--- config.mk ---
export PLATFORM = sky130hd
export DESIGN_NAME = instr_fetch_unit
export DESIGN_NICKNAME = d
export VERILOG_FILES = /design/src/rtl/instr_fetch_unit.sv
export SDC_FILE = /design/constraint.sdc
export NUM_CORES = 1
export LEC_CHECK = 0
export CAP_MARGIN = 40
export CELL_PAD_IN_SITES_DETAIL_PLACEMENT = 1
export CELL_PAD_IN_SITES_GLOBAL_PLACEMENT = 2
export CORE_MARGIN = 2
export CORE_UTILIZATION = 26
export DETAILED_ROUTE_END_ITERATION = 10
export PLACE_DENSITY_LB_ADDON = 0.3
export SYNTH_ARGS = -nofsm -noshare
export SYNTH_HDL_FRONTEND = slang
export SYNTH_SLANG_ARGS = --single-unit
--- constraint.sdc ---
create_clock -name clk -period 2.8 [get_ports clk]
set_input_delay 0.56 -clock clk [delete_from_list [all_inputs] [get_ports clk]]
set_output_delay 0.56 -clock clk [all_outputs]
set_load 0.005 [all_outputs]
--- src/rtl/instr_fetch_unit.sv ---
// Fetch stage: owns the PC, reads a combinational word-addressed instruction memory,
// and registers the returned word into IF/ID. Latency 1 edge; a decode stall holds PC and IF/ID.
module instr_fetch_unit #(
   parameter logic [31:0] RESET_PC  = 32'h0000_0000,
   parameter int unsigned MEM_WORDS = 16,
   parameter logic [31:0] NOP_WORD  = 32'h0000_0000
) (
   input  logic        clk,
   input  logic        rst_n,
   output logic [31:0] imem_addr,
   input  logic [31:0] imem_data,
   input  logic        stall,
   input  logic        redirect_valid,
   input  logic [31:0] redirect_target,
   output logic [31:0] if_id_instr,
   output logic [31:0] if_id_pc4,
   output logic        if_id_valid,
   output logic [31:0] fetch_count,
   output logic        fault
);

   localparam logic [31:0] MEM_BYTES   = 32'(MEM_WORDS * 4);
   localparam logic        RESET_LEGAL = (RESET_PC[1:0] == 2'b00) && (RESET_PC < MEM_BYTES);

   typedef enum logic [1:0] {
      BOOT  = 2'd0,
      RUN   = 2'd1,
      FAULT = 2'd2
   } state_t;

   state_t      state_q, state_d;
   logic [31:0] pc_q, pc_d;
   logic [31:0] instr_q, instr_d;
   logic [31:0] pc4_q, pc4_d;
   logic        valid_q, valid_d;
   logic [31:0] count_q, count_d;
   logic        fault_q, fault_d;

   // Carry out of the adder marks wrap-around, which is never a legal next PC.
   logic [32:0] pc_sum;
   logic        next_legal;
   logic        target_legal;

   assign pc_sum       = {1'b0, pc_q} + 33'd4;
   assign next_legal   = !pc_sum[32] && (pc_sum[31:0] < MEM_BYTES);
   assign target_legal = (redirect_target[1:0] == 2'b00) && (redirect_target < MEM_BYTES);

   always_comb begin
      state_d = state_q;
      pc_d    = pc_q;
      instr_d = instr_q;
      pc4_d   = pc4_q;
      valid_d = valid_q;
      count_d = count_q;
      fault_d = fault_q;
      unique case (state_q)
         BOOT: begin
            if (RESET_LEGAL) begin
               state_d = RUN;
            end else begin
               state_d = FAULT;
               fault_d = 1'b1;
            end
         end
         RUN: begin
            if (redirect_valid) begin
               valid_d = 1'b0;
               instr_d = NOP_WORD;
               if (target_legal) begin
                  pc_d = redirect_target;
               end else begin
                  state_d = FAULT;
                  fault_d = 1'b1;
               end
            end else if (!stall) begin
               instr_d = imem_data;
               pc4_d   = pc_sum[31:0];
               valid_d = 1'b1;
               count_d = count_q + 32'd1;
               // The last word is still delivered; the fault takes effect after it.
               if (next_legal) begin
                  pc_d = pc_sum[31:0];
               end else begin
                  state_d = FAULT;
                  fault_d = 1'b1;
               end
            end
         end
         FAULT: begin
            valid_d = 1'b0;
         end
         default: begin
            state_d = FAULT;
            fault_d = 1'b1;
            valid_d = 1'b0;
         end
      endcase
   end

   always_ff @(posedge clk or negedge rst_n) begin
      if (!rst_n) begin
         state_q <= BOOT;
         pc_q    <= RESET_PC;
         instr_q <= NOP_WORD;
         pc4_q   <= 32'd0;
         valid_q <= 1'b0;
         count_q <= 32'd0;
         fault_q <= 1'b0;
      end else begin
         state_q <= state_d;
         pc_q    <= pc_d;
         instr_q <= instr_d;
         pc4_q   <= pc4_d;
         valid_q <= valid_d;
         count_q <= count_d;
         fault_q <= fault_d;
      end
   end

   assign imem_addr   = pc_q;
   assign if_id_instr = instr_q;
   assign if_id_pc4   = pc4_q;
   assign if_id_valid = valid_q;
   assign fetch_count = count_q;
   assign fault       = fault_q;

endmodule

==> impl_metrics.py <==
metrics = {
    "run_status": {
        "status": "completed",
    },
    "global_route": {
        "grt.met2_usage_pct": 27.5,
        "met1_usage_pct": 20.0,
        "groute.usage.overall_pct": 16.0,
        "antenna_found_initial": 0,
        "grt_max_degree": 61,
        "grt_util_met3_pct": 3.28,
        "top_usage_layer": "met2",
        "grt_pass1_vias": 5793,
        "grt_pass1_wl_um": 31000,
        "gr-total-overflow": 0,
    },
    "drt": {
        "routed-via-count": 5269,
        "avgRoutedWirePerCell_um": 16.8,
        "wirelength_um": 19400,
        "remaining_drc_errors": 0,
        "via_per_inst": 4.59,
        "drt_iter0_drc": 182,
        "dr.pass1.iters": 4,
        "postRouteAntennaNets": 0,
    },
    "cells_and_area": {
        "seq_area_mm2": 0.00330,
        "nNetsFinal": 887,
        "multi_input_area_mm2": 0.00265,
        "final_cell_mix": "clkdlybuf4s50_1, dfrtp_1, nand2_1, buf_4, xnor2_1",
        "n_antenna_cell": 0,
        "mostFrequentLayoutCell": "clkdlybuf4s50_1",
        "drive_above_1_share_pct": 16.0,
        "syn_to_final_growth_pct": 53.4,
        "fillers": 2555,
    },
    "synthesis": {
        "synthTopCellsByArea": "dfrtp_1, xnor2_1, a22o_1",
        "syn-num-nets": 645,
        "synth.avg_cell_area_um2": 10.7,
        "yosysTopAreaCell": "dfrtp_1",
        "synth_warnings": 0,
        "netlist_area_mm2": 0.00615,
        "synth_xor_area_share_pct": 8.54,
        "postSynth.asyncResetShare_pct": 100,
        "synthAdderAreaFrac_pct": 0.407,
        "synth.distinct_cells": 59,
        "synth_compound_area_share_pct": 11.0,
        "yosysSeqAreaShare_pct": 53.7,
        "synth_edf_count": 0,
        "synth_cells": 575,
        "synthMuxAreaShare_pct": 0.854,
        "synthSimpleGateAreaFrac_pct": 21.9,
        "synth_top_area_share_pct": 53.7,
        "synthFlopType": "dfrtp_1",
        "synth_top_family_by_area": "simple AND/OR/NAND/NOR gates",
        "ys_ff_latch": 132,
    },
    "critical_path": {
        "critPathKind": "reg2reg",
        "critPathCaptureType": "flip-flop",
        "crit_chain": "nand4_1 > nor4_4 > buf_4 > a311oi_1 > a31oi_1 > buf_4 > nor3_2 > a31oi_4 > mux2_2",
        "worstSetupStartpointType": "flip-flop",
        "cpMostUsedCell": "buf_4",
        "cp.arrival_ns": 2.94,
        "required_ns": 3.10,
        "cp_slowest_stage_delay_ns": 0.43,
        "crit_fanout": 4,
        "cp_slowest_cell": "dfrtp_1",
    },
    "clock_network": {
        "clk_latency_ns": 0.42,
        "clk_path_buf_depth": 2,
        "path_clk_slew_ns": 0.07,
        "cts_sinks": 132,
        "cts_tree": "built",
        "cts_buffers": 17,
        "h-tree-depth": 4,
        "root_buffer": "clkbuf_16",
    },
    "die": {
        "rows": 56,
        "coreArea_mm2": 0.0233,
        "die_area_mm2": 0.0249,
        "io_pins": 198,
        "dieHeight_um": 158,
        "die_w_um": 158,
        "start_util_pct": 26.4,
    },
    "place": {
        "place.gp.congestion": 0.756,
        "place.detailed.hpwl_um": 14600,
        "io_buffers": 197,
    },
    "timing": {
        "post-route-period-util_pct": 94.2,
        "setup_violations": 0,
        "max_slew.worst_pin.slew_ns": 0.572,
        "finalSetupTns_ns": 0,
        "drv_slew": 0,
        "min_period_ns": 2.64,
        "skew_ns": 0.0111,
        "rsz0062_at_grt": "false",
        "fmax_mhz": 379,
        "maxSlewHeadroom_pct": 61.9,
        "hold_violations": 0,
    },
    "power_and_ir_drop": {
        "finalPower_uw": 6380,
        "p_leak_uw": 0.00405,
        "cellPowerDensity_mw_per_mm2": 676,
        "ir_worst_vdd_mv": 0.348,
    },
    "run": {
        "cap_viol_max_count": 0,
    },
    "worst_hold_path": {
        "hp-class": "in2async",
    },
}
critical path: cells and delay by family (launching register included):
kind                   cells  cell delay, ns
muxes                      1            0.38
buffers and inverters      2            0.36
AOI/OAI and AO/OA          3            0.67
DFF                        1            0.43
and+or+nand+nor            3            0.67
layout make-up:
class / count / share of cell area (%)
clock inverter: 14 / 1.75
sequential: 132 / 35.0
timing repair buffer: 259 / 26.1
inverter: 8 / 0.318
tap: 319 / 4.23
clock buffer: 18 / 4.55
multi-input combinational: 399 / 28.1
sequential cells by signal, indices dropped and copies added (netlist names):
name	count
fault	1
if_id_pc4	32
imem_addr	32
if_id_instr	32
if_id_valid	1
state_q	2
fetch_count	32
repair_timing:
item | 4_1_cts | 5_1_grt
setup buffers | 0 | 4
setup endpoints to repair | 0 | 33
resized for setup | 0 | 2
hold buffers | 0 | 0
per-layer routing:
layer,part of all wire [%],up-vias
li1,-,2508
met1,44,2626
met2,51,117
met3,3.8,18
met4,1.5,0
met5,0,-
logic make-up (layout without fill, tap and decap cells):
family / count (synthesis) / count (layout)
AO/OA/AOI/OAI: 92 / 92
XOR/XNOR: 60 / 60
adder cells (fa/ha/maj): 2 / 2
buffers and inverters: 44 / 299
flip-flops: 132 / 132
multiplexers: 5 / 5
AND/OR/NAND/NOR: 240 / 240
worst paths after layout:
check                                 to  slack (ns)     startpoint  cells after the start
max in group asynchronous   imem_addr[1]        2.06          rst_n                      2
hold reg to reg            if_id_pc4[24]        0.48  if_id_pc4[24]                      2
hold / removal             if_id_pc4[11]        0.03          rst_n                      1
setup reg to reg            imem_addr[3]        0.16   imem_addr[7]                      9
setup / recovery            imem_addr[3]        0.16   imem_addr[7]                      9
min in group clk           if_id_pc4[24]        0.48  if_id_pc4[24]                      2
Yosys cell counts (all sizes together) (3+ instances only):
cell,count
nand3,28
and3,19
clkbuf,22
mux2i,3
dfrtp,132
inv,8
buf,14
nor3,12
or3,3
nand4,16
nand2,65
and2,35
a22o,32
xnor2,38
a21oi,3
nand2b,3
nor2,28
nor4,13
and4,6
or2,4
xor2,22
a31oi,4
a211oi,6
o21ai,31
through the flow:
stage	instance area, um^2	worst slack [ns]	std cells	hold WS, ns	util [%]
after floorplan	6150	0.0370	575	0.264	-
after global placement	8800	-0.202	1113	0.462	37.7
after detailed placement	8800	-0.165	1113	0.472	37.7
after CTS	9400	0.0333	1145	0.0300	40.3
after global routing	9440	0.00262	1149	0.0371	40.5
final	9440	0.164	1149	0.0280	40.5
power by group:
part	leakage [uW]	switching, uW	internal (uW)
logic	0.00198	609	978
clock network	0.000278	941	1340
registers	0.00180	255	2260
total	0.00405	1800	4580
(Power assumes the default switching activity.)
